**config.mk**
```make
export PLATFORM = sky130hd
export DESIGN_NAME = fifo_sync_ctrl
export DESIGN_NICKNAME = d
export VERILOG_FILES = /design/src/rtl/fifo_ctrl_pkg.sv /design/src/rtl/fifo_ptr_wrap.sv /design/src/rtl/fifo_sync_ctrl.sv
export SDC_FILE = /design/constraint.sdc
export NUM_CORES = 1
export LEC_CHECK = 0
export BUFFER_PORTS_ARGS = -buffer_cell sky130_fd_sc_hd__buf_2
export CORE_MARGIN = 4
export CORE_UTILIZATION = 54
export DETAILED_ROUTE_END_ITERATION = 10
export PLACE_DENSITY = 0.91
export SETUP_SLACK_MARGIN = 0.2
export SLEW_MARGIN = 20
export SYNTH_ARGS = -nofsm -noshare
export SYNTH_HDL_FRONTEND = slang
export SYNTH_SLANG_ARGS = --single-unit
```
**constraint.sdc**
```tcl
create_clock -name clk -period 3.65 [get_ports clk]
set_input_delay 0.365 -clock clk [delete_from_list [all_inputs] [get_ports clk]]
set_output_delay 0.365 -clock clk [all_outputs]
set_load 0.005 [all_outputs]
```
**src/rtl/fifo_ctrl_pkg.sv**
```systemverilog
// Shared constants and helpers for the synchronous FIFO controller.
package fifo_ctrl_pkg;

  localparam int unsigned DefStkHeight = 8;
  localparam int unsigned DefPtrWidth  = 3;
  // Occupancy needs one extra bit so that "full" (== height) is representable.
  localparam int unsigned DefCntWidth  = DefPtrWidth + 1;

  // Next pointer value: advance by one, returning to 0 after height-1.
  // Using >= keeps an out-of-range pointer from walking off into unused codes.
  function automatic int unsigned ptr_wrap_next(input int unsigned ptr,
                                                input int unsigned height);
    return (ptr >= height - 1) ? 0 : ptr + 1;
  endfunction

endpackage

```
**src/rtl/fifo_ptr_wrap.sv**
```systemverilog
// Registered pointer with enable, wrapping at stk_height-1 (height need not be a power of two).
module fifo_ptr_wrap
  import fifo_ctrl_pkg::*;
#(
  parameter int unsigned stk_height    = DefStkHeight,
  parameter int unsigned stk_ptr_width = DefPtrWidth
) (
  input  logic                     clk_i,
  input  logic                     rst_ni,
  input  logic                     en_i,
  output logic [stk_ptr_width-1:0] ptr_o
);

  logic [stk_ptr_width-1:0] ptr_q, ptr_d;

  // Next pointer: hold, or advance with wrap when enabled.
  always_comb begin
    ptr_d = ptr_q;
    if (en_i) begin
      ptr_d = stk_ptr_width'(ptr_wrap_next(32'(ptr_q), stk_height));
    end
  end

  // Pointer register, async clear to 0.
  always_ff @(posedge clk_i or negedge rst_ni) begin
    if (!rst_ni) begin
      ptr_q <= '0;
    end else begin
      ptr_q <= ptr_d;
    end
  end

  assign ptr_o = ptr_q;

endmodule

```
**src/rtl/fifo_sync_ctrl.sv**
```systemverilog
// Single-clock FIFO sequencing controller: pointers, occupancy, status flags and
// qualified write/read strobes for the stack-style datapath.
// Optional sticky overflow/underflow reporting is enabled with `define FIFO_CTRL_ERR_EN.
module fifo_sync_ctrl
  import fifo_ctrl_pkg::*;
#(
  parameter int unsigned stk_height    = DefStkHeight,
  parameter int unsigned stk_ptr_width = DefPtrWidth,
  parameter int unsigned af_thresh     = 6,
  parameter int unsigned ae_thresh     = 2
) (
  input  logic                     clk,
  input  logic                     rst,
  input  logic                     write,
  input  logic                     read,
`ifdef FIFO_CTRL_ERR_EN
  input  logic                     err_clr,
  output logic                     overflow,
  output logic                     underflow,
`endif
  output logic                     write_to_stk,
  output logic                     read_fr_stk,
  output logic [stk_ptr_width-1:0] write_ptr,
  output logic [stk_ptr_width-1:0] read_ptr,
  output logic                     stk_full,
  output logic                     stk_empty,
  output logic                     almost_full,
  output logic                     almost_empty,
  output logic [stk_ptr_width:0]   count
);

  localparam int unsigned CntW = stk_ptr_width + 1;

  logic [CntW-1:0] count_q, count_d;
  logic            full_q, full_d;
  logic            empty_q, empty_d;
  logic            afull_q, afull_d;
  logic            aempty_q, aempty_d;
  logic            wr_acc, rd_acc;

  // Qualified strobes; reset gating keeps the datapath quiet while rst is low.
  always_comb begin
    wr_acc = rst & write & ~full_q;
    rd_acc = rst & read & ~empty_q;
  end

  assign write_to_stk = wr_acc;
  assign read_fr_stk  = rd_acc;

  // Next occupancy and flags derived from it, so flags move on the same edge as count.
  always_comb begin
    count_d = count_q;
    case ({wr_acc, rd_acc})
      2'b10:   count_d = count_q + CntW'(1);
      2'b01:   count_d = count_q - CntW'(1);
      default: count_d = count_q;
    endcase
    full_d   = (count_d == CntW'(stk_height));
    empty_d  = (count_d == '0);
    afull_d  = (count_d >= CntW'(af_thresh));
    aempty_d = (count_d <= CntW'(ae_thresh));
  end

  // Occupancy and status flag registers.
  always_ff @(posedge clk or negedge rst) begin
    if (!rst) begin
      count_q  <= '0;
      full_q   <= 1'b0;
      empty_q  <= 1'b1;
      afull_q  <= 1'b0;
      aempty_q <= 1'b1;
    end else begin
      count_q  <= count_d;
      full_q   <= full_d;
      empty_q  <= empty_d;
      afull_q  <= afull_d;
      aempty_q <= aempty_d;
    end
  end

  fifo_ptr_wrap #(
    .stk_height    (stk_height),
    .stk_ptr_width (stk_ptr_width)
  ) u_wr_ptr (
    .clk_i  (clk),
    .rst_ni (rst),
    .en_i   (wr_acc),
    .ptr_o  (write_ptr)
  );

  fifo_ptr_wrap #(
    .stk_height    (stk_height),
    .stk_ptr_width (stk_ptr_width)
  ) u_rd_ptr (
    .clk_i  (clk),
    .rst_ni (rst),
    .en_i   (rd_acc),
    .ptr_o  (read_ptr)
  );

  assign count        = count_q;
  assign stk_full     = full_q;
  assign stk_empty    = empty_q;
  assign almost_full  = afull_q;
  assign almost_empty = aempty_q;

`ifdef FIFO_CTRL_ERR_EN
  logic ovf_q, ovf_d;
  logic udf_q, udf_d;

  // Sticky error flags; a new event wins over a clear in the same cycle.
  always_comb begin
    ovf_d = (write & full_q) | (ovf_q & ~err_clr);
    udf_d = (read & empty_q) | (udf_q & ~err_clr);
  end

  // Error flag registers.
  always_ff @(posedge clk or negedge rst) begin
    if (!rst) begin
      ovf_q <= 1'b0;
      udf_q <= 1'b0;
    end else begin
      ovf_q <= ovf_d;
      udf_q <= udf_d;
    end
  end

  assign overflow  = ovf_q;
  assign underflow = udf_q;
`endif

endmodule

```
==> results of run 1 <==
## kinds of logic (layout without fill, tap and decap cells)
kind of cell / after synthesis / after routing / share of synthesized area
AO/OA/AOI/OAI: 14 / 14 / 0.137
XOR/XNOR: 4 / 4 / 0.0617
adder cells (fa/ha/maj): 6 / 6 / 0.0926
buffers and inverters: 4 / 28 / 0.0247
flip-flops: 14 / 14 / 0.435
multiplexers: 1 / 1 / 0.0139
AND/OR/NAND/NOR: 30 / 30 / 0.235
## worst max-delay path, stage by stage
cell,delay [ns]
dlygate4sd3_1,0.52
buf_2,0.34
nand3b_4,0.20
nor2_1,0.15
xor2_1,0.16
ha_1,0.17
a21oi_1,0.05
a21boi_1,0.16
or2_1,0.26
nand2b_4,0.15
a221oi_2,0.33
## sequential cells by signal, summed over array words and instances, names as in the netlist
name,cells
u_wr_ptr.ptr_o,3
stk_empty,1
almost_full,1
almost_empty,1
stk_full,1
count,4
u_rd_ptr.ptr_o,3
## metal layers
metal | track usage | routed length [µm] | vias to the layer above
met5 | 0 | 0 | -
met4 | 0.0829 | 33 | 0
met3 | 0.0268 | 83 | 5
met2 | 0.283 | 758 | 17
met1 | 0.211 | 618 | 290
li1 | - | - | 309
## area by class of cell
class                   instances  area, µm²
inverters                       4       20.0
fillers                        98        379
multi-input cells              55        438
well taps                      15       18.8
flip-flops and latches         14        353
repair buffers                 20        105
clock buffers                   4       36.3
## metrics by stage
step           cell area, µm²  hold WS, ns
2_1_floorplan             811       0.0694
3_3_place_gp              925        0.295
3_5_place_dp              925        0.298
4_1_cts                   971        0.489
5_1_grt                   971        0.499
6_report                  971        0.488
## power by group through the flow
stage | clock (W) | sequential (W) | combinational [W]
floorplan | 0 | 0.000313 | 0.000255
global placement | 0 | 0.000312 | 0.000368
detailed placement | 0 | 0.000316 | 0.000383
CTS | 0.000111 | 0.000314 | 0.000389
global route | 0.000120 | 0.000330 | 0.000430
finish | 0.000109 | 0.000315 | 0.000382
## cell usage in the layout (no fill, tap or decap), types with 2 or more instances in the layout
master    netlist  final
nand2b_1        2      2
inv_1           2      2
nor2_1          2      2
a21o_1          3      3
o21ai_0         3      3
nor3_1          3      3
nor3b_1         2      2
xnor2_2         2      2
clkbuf_4        0      3
nand3_1         2      2
buf_2           0     19
nand2_1        10     10
ha_1            6      6
dfrtp_1        12     12
dfstp_2         2      2
## worst max-delay path by stage
stage          cells after the start      start           to
2_1_floorplan                      9  stk_empty  almost_full
3_3_place_gp                       8        rst    stk_empty
3_5_place_dp                       8        rst    stk_empty
4_1_cts                            9        rst    stk_empty
5_1_grt                            9        rst    stk_empty
6_report                          11        rst    stk_empty
## timing repair
action,4_1_cts,5_1_grt
endpoints found under the hold margin,12,0
hold buffers,1,0
buffers inserted,0,0
==> impl_results.md, run 1 <==
- P_int: 0.000493 W
- Area leader, netlist: dfrtp_1
- Mapped cell area: 811 µm²
- # placed instances: around 110
- Outcome: completed
- Core area: approximately 0.0014 mm²
- Clk buf depth: 2
- Non-Filler Instances: 112
- Total congestion overflow: 0
- Hpwl dp: 1.14 mm
- Post_cts resized: 0
- Vias per std cell: 5.54
- Slew HR: 0.690
- CP startpoint kind: primary input
- R2R Path End: stk_empty
- Root Driver: clkbuf_4
- Top cells by count, synth: dfrtp_1 (12), nand2_1 (10), ha_1 (6)
- Sw Ratio: 0.388
- Net Count, Synth: just over 80
- RSZ-0062 raised after global routing: no
- Pleak: 0.508 nW
- Util after Layout: 0.719
- Maximum VDD drop: ~0.44 mV
- EDFF count, synth: 0
- Worst r2r src: stk_full
- Starting density of the core: 0.601
- Worst Path Max Fanout: 16
- Synth unique cells: 35
- Final nets: 108
- Asr flop ratio synth: 1.00
- Cell with the most instances after synthesis: dfrtp_1
- Die W: 46.8 µm
- Cell Rows: 13
- Final setup fails: 0
- Num CTS Buffers: 3
- Hold EP: u_rd_ptr.ptr_o[0]
- Total global-route track usage: 0.169
- Synth top area share: 0.370
- Residual DRC: 0
- H-tree level count: 1
- Synthesis-to-finish area growth: 19.8%
- Worst setup margin: 0.960 ns
- Total routed wirelength: 1.49 mm
- Synth Flop Type: dfrtp_1
- Largest cells by area after synthesis: dfrtp_1 (37%), ha_1 (9.3%), dfstp_2 (6.5%)
- Post-place setup slack: 1.19 ns
- Pwr Total: 0.000805 W
- Power density cells: between 800 and 900 mW/mm²
- CTS tree: built
- Avg Synthesized Cell Area: 11.1 µm²
- TritonCTS Sinks: 14
- R2r setup slk: 1.42 ns
- Sequential element share of the synthesized area: 0.435
- Worst Tran Pin Value: 0.464 ns
- WP data arrival: about 2.9 ns
- Sw power: 0.000313 W
- Vias in the first global route: 612
- I/O pin total: 20
- Die area: 0.00219 mm²
- Initial antenna violation count: 0
- # Max-Cap Violations: 0
- Clock period minus final worst setup slack: 2.69 ns
- DIE HEIGHT: 46.8 µm
- Flops & latches, synth: 14
- WL/cell: 13.3 µm
- Hold crit path type: primary input to flip-flop
- WP data required: 3.83 ns
- Kind of critical path: primary input to flip-flop
- Hold Vio Cnt, Final: 0
- Period Utilization, post-route: 0.737
- Vias: 621
- Ys Warns: 0
- Post-DRT Antenna Nets: 0
- Comb pwr share: 0.474
- Post-synthesis cell count: 73
- Seq pwr share: 0.391
- Worst clock skew: 0.000538 ns
- Ant diodes: 0
- Setup TNS: 0 ns
- Slew Viols, Final: 0
- Fraction of layout cells with a size suffix above 1: 0.402
- First-pass GRT wire length: 2.61 mm
- Hold path start: read
- Worst hold stages: 3
- Clock power frac: 0.135
- Clock-pin slew on the worst setup and hold paths: 0.08 ns
- Placer Congestion: 0.814
- Largest net degree at the start of global routing: 17
- DRT iter0 DRCs: 8
- Port Buffers: 19
- Worst skew pair latency: 0.28 ns
- Highest clock rate: 372 MHz
- CP Capture Type: flip-flop
- Worst reg2reg path depth: 6
- 1st-pass router iterations: 4
Power figures use the tool's default switching activity.
==> inputs of run 2 (changes only) <==
--- a/config.mk
+++ b/config.mk
@@ -7,9 +7,9 @@
 export LEC_CHECK = 0
 export BUFFER_PORTS_ARGS = -buffer_cell sky130_fd_sc_hd__buf_2
 export CORE_MARGIN = 4
-export CORE_UTILIZATION = 54
+export CORE_UTILIZATION = 46
 export DETAILED_ROUTE_END_ITERATION = 10
-export PLACE_DENSITY = 0.91
+export PLACE_DENSITY = 0.83
 export SETUP_SLACK_MARGIN = 0.2
 export SLEW_MARGIN = 20
 export SYNTH_ARGS = -nofsm -noshare
==> constraint.sdc (replaced) <==
create_clock -name clk -period 2.28 [get_ports clk]
set_input_delay 0.228 -clock clk [delete_from_list [all_inputs] [get_ports clk]]
set_output_delay 0.228 -clock clk [all_outputs]
set_load 0.005 [all_outputs]
==> run 2 against run 1 <==
  * Clock skew is 0.0081 ns higher
  * Clock-buffer cell count unchanged
  * Combinational power up 79%
  * Power grew 71%
  * Register-to-register slack worse by 1.2 ns
  * Cell count is 6.3% higher
  * Critical path depth fell by 2
  * Critical path type is now flip-flop to flip-flop
  * Critical endpoint unchanged
  * Largest cell class unchanged
  * Largest power group unchanged
  * Highest routed layer unchanged
==> impl_results.md, run 2 (synthesis gave the netlist of run 1 again) <==
- First-pass GRT wire length: 2.66 mm (+2.1%)
- Post-DRT Antenna Nets: 0 (unchanged)
- Num CTS Buffers: 3 (unchanged)
- Critical path cell sequence: and2b_2 > nor2_2 > xor2_1 > ha_2 > a21oi_2 > a21boi_2 > or2_1 > nand2b_4 > a221oi_2
- Util after Layout: 0.667 (-0.0517)
- Buf+Inv Stages, Crit Path: 0 (-2)
- # placed instances: 111 (+3.7%)
- Highest clock rate: 482 MHz
- Placer Congestion: 0.807 (-0.77%)
- # Max-Cap Violations: 0 (unchanged)
- DIE HEIGHT: 50.0 µm (+6.9%)
- Non-Filler Instances: 119 (+6.3%)
- Ant diodes: 0 (unchanged)
- Vias in the first global route: 595 (-2.8%)
- DRT iter0 DRCs: 2 (-6)
- Clk buf depth: 2 (unchanged)
- Clock period minus final worst setup slack: roughly 2.1 ns
- WL/cell: 13.7 µm (+2.6%)
- Worst path slowest cell: dfrtp_1
- Slew HR: 0.744 (+0.0537)
- Port Buffers: 19 (unchanged)
- Crit-path leading delay family: simple AND/OR/NAND/NOR gates
- Worst Path Max Fanout: 3 (-13)
- Hold Vio Cnt, Final: 0 (unchanged)
- Setup TNS: 0 ns (unchanged)
- TritonCTS Sinks: 14 (unchanged)
- Total global-route track usage: 0.141 (-0.0273)
- Pleak: 0.537 nW (+5.7%)
- Outcome: completed
- CTS tree: built
- Final setup fails: 0 (unchanged)
- R2r setup slk: 0.21 ns (-1.21 ns)
- Max FFs per register: 4 (unchanged)
- Kind of critical path: flip-flop to flip-flop
- CP Capture Type: flip-flop
- Critical Path Max Stage Delay: 0.36 ns (-0.16 ns)
- Vias: 651 (+4.8%)
- Fraction of layout cells with a size suffix above 1: 0.505 (+0.103)
- Initial antenna violation count: 0 (unchanged)
- Core area: 0.00158 mm² (+17%)
- Root Driver: clkbuf_4
- Worst Tran Pin Value: 0.384 ns (-0.0795 ns)
- Cell Rows: 14 (+1)
- Clock-pin slew on the worst setup and hold paths: 0.09 ns (about the same)
- Total congestion overflow: 0 (unchanged)
- Slew Viols, Final: 0 (unchanged)
- Die W: 50.0 µm (+6.9%)
- Worst skew pair latency: 0.29 ns (about the same)
- Period Utilization, post-route: 0.910
- Die area: 0.00250 mm² (+14%)
- Residual DRC: 0 (unchanged)
- Commonest cells after routing, fill and taps aside: buf_2 (19), dfrtp_1 (12), nand2_1 (9)
- H-tree level count: 1 (unchanged)
- Largest net degree at the start of global routing: 9 (-8)
- Total routed wirelength: 1.63 mm (+9.0%)
- Power density cells: 1310 mW/mm² (+58%)
- WP data required: 2.48 ns (-1.35 ns)
- Maximum VDD drop: 0.716 mV (+62%)
- Vias per std cell: 5.47 (-1.3%)
- Starting density of the core: 0.514 (-0.0863)
- Final nets: 114 (+5.6%)
- I/O pin total: 20 (unchanged)
- RSZ-0062 raised after global routing: yes
- 1st-pass router iterations: 2 (-2)
- Commonest non-fill, non-tap cell in the layout: buf_2
- Hold crit path type: primary input to flip-flop
- Hpwl dp: 1.18 mm (+3.4%)
- Worst clock skew: 0.00866 ns (+0.00812 ns)
- CP startpoint kind: flip-flop
- WP data arrival: 2.27 ns (-0.60 ns)
- Synthesis-to-finish area growth: 29.8%
==> run 2: cell count changes in the layout (fill, tap and decap cells not counted), sizes merged <==
cell  before  now
buf       19   25
==> run 2: report_power, final <==
| group | internal, W | switching (W) |
|---|---|---|
| Combinational | 0.000370 | 0.000312 |
| Clock | 0.0000973 | 0.0000872 |
| Sequential | 0.000370 | 0.000141 |
==> run 2: worst paths after layout <==
kind	startpoint	endpoint	depth (start not counted)
max	stk_full	stk_empty	9
min	rst	u_wr_ptr.ptr_o[0]	3
max reg2reg	stk_full	stk_empty	9
min reg2reg	u_rd_ptr.ptr_o[2]	u_rd_ptr.ptr_o[2]	2
max in group asynchronous	rst	almost_empty	3
min in group asynchronous	rst	u_rd_ptr.ptr_o[1]	3
==> run 2: per-layer routing <==
| layer | track usage | wire [µm] |
|---|---|---|
| met2 | 0.204 | 720 |
| met4 | 0.0829 | 36 |
| met1 | 0.189 | 782 |
| met5 | 0 | 0 |
| met3 | 0.0331 | 88 |
==> run 2: tightest hold or removal path, delay by kind of cell <==
family / cells / cell delay [ns]
and+or+nand+nor: 1 / 0.11
AOI/OAI and AO/OA: 1 / 0.13
buffers and inverters: 1 / 0.13
==> run 2: final cells by class <==
class	count	area, µm²
inverters	4	20.0
well taps	16	20.0
fillers	127	524
repair buffers	26	150
multi-input cells	55	473
clock buffers	4	36.3
flip-flops and latches	14	353
==> run 2: timing repair <==
action / in CTS / in global routing
pin swaps: 0 / 2
resized for setup: 1 / 7
setup buffers: 2 / 1
endpoints found under the setup margin: 3 / 4
hold buffers: 1 / 0
endpoints found under the hold margin: 12 / 0
==> run 2: metrics by stage <==
| stage | setup WS, ns | power (W) | hold WS, ns | instance area, µm² |
|---|---|---|---|---|
| floorplan | 0.272 | 0.000910 | -0.0676 | 811 |
| global placement | 0.239 | 0.00111 | 0.212 | 948 |
| detailed placement | 0.200 | 0.00113 | 0.216 | 948 |
| CTS | 0.203 | 0.00133 | 0.336 | 1010 |
| global route | 0.0773 | 0.00151 | 0.348 | 1050 |
| finish | 0.205 | 0.00138 | 0.349 | 1050 |
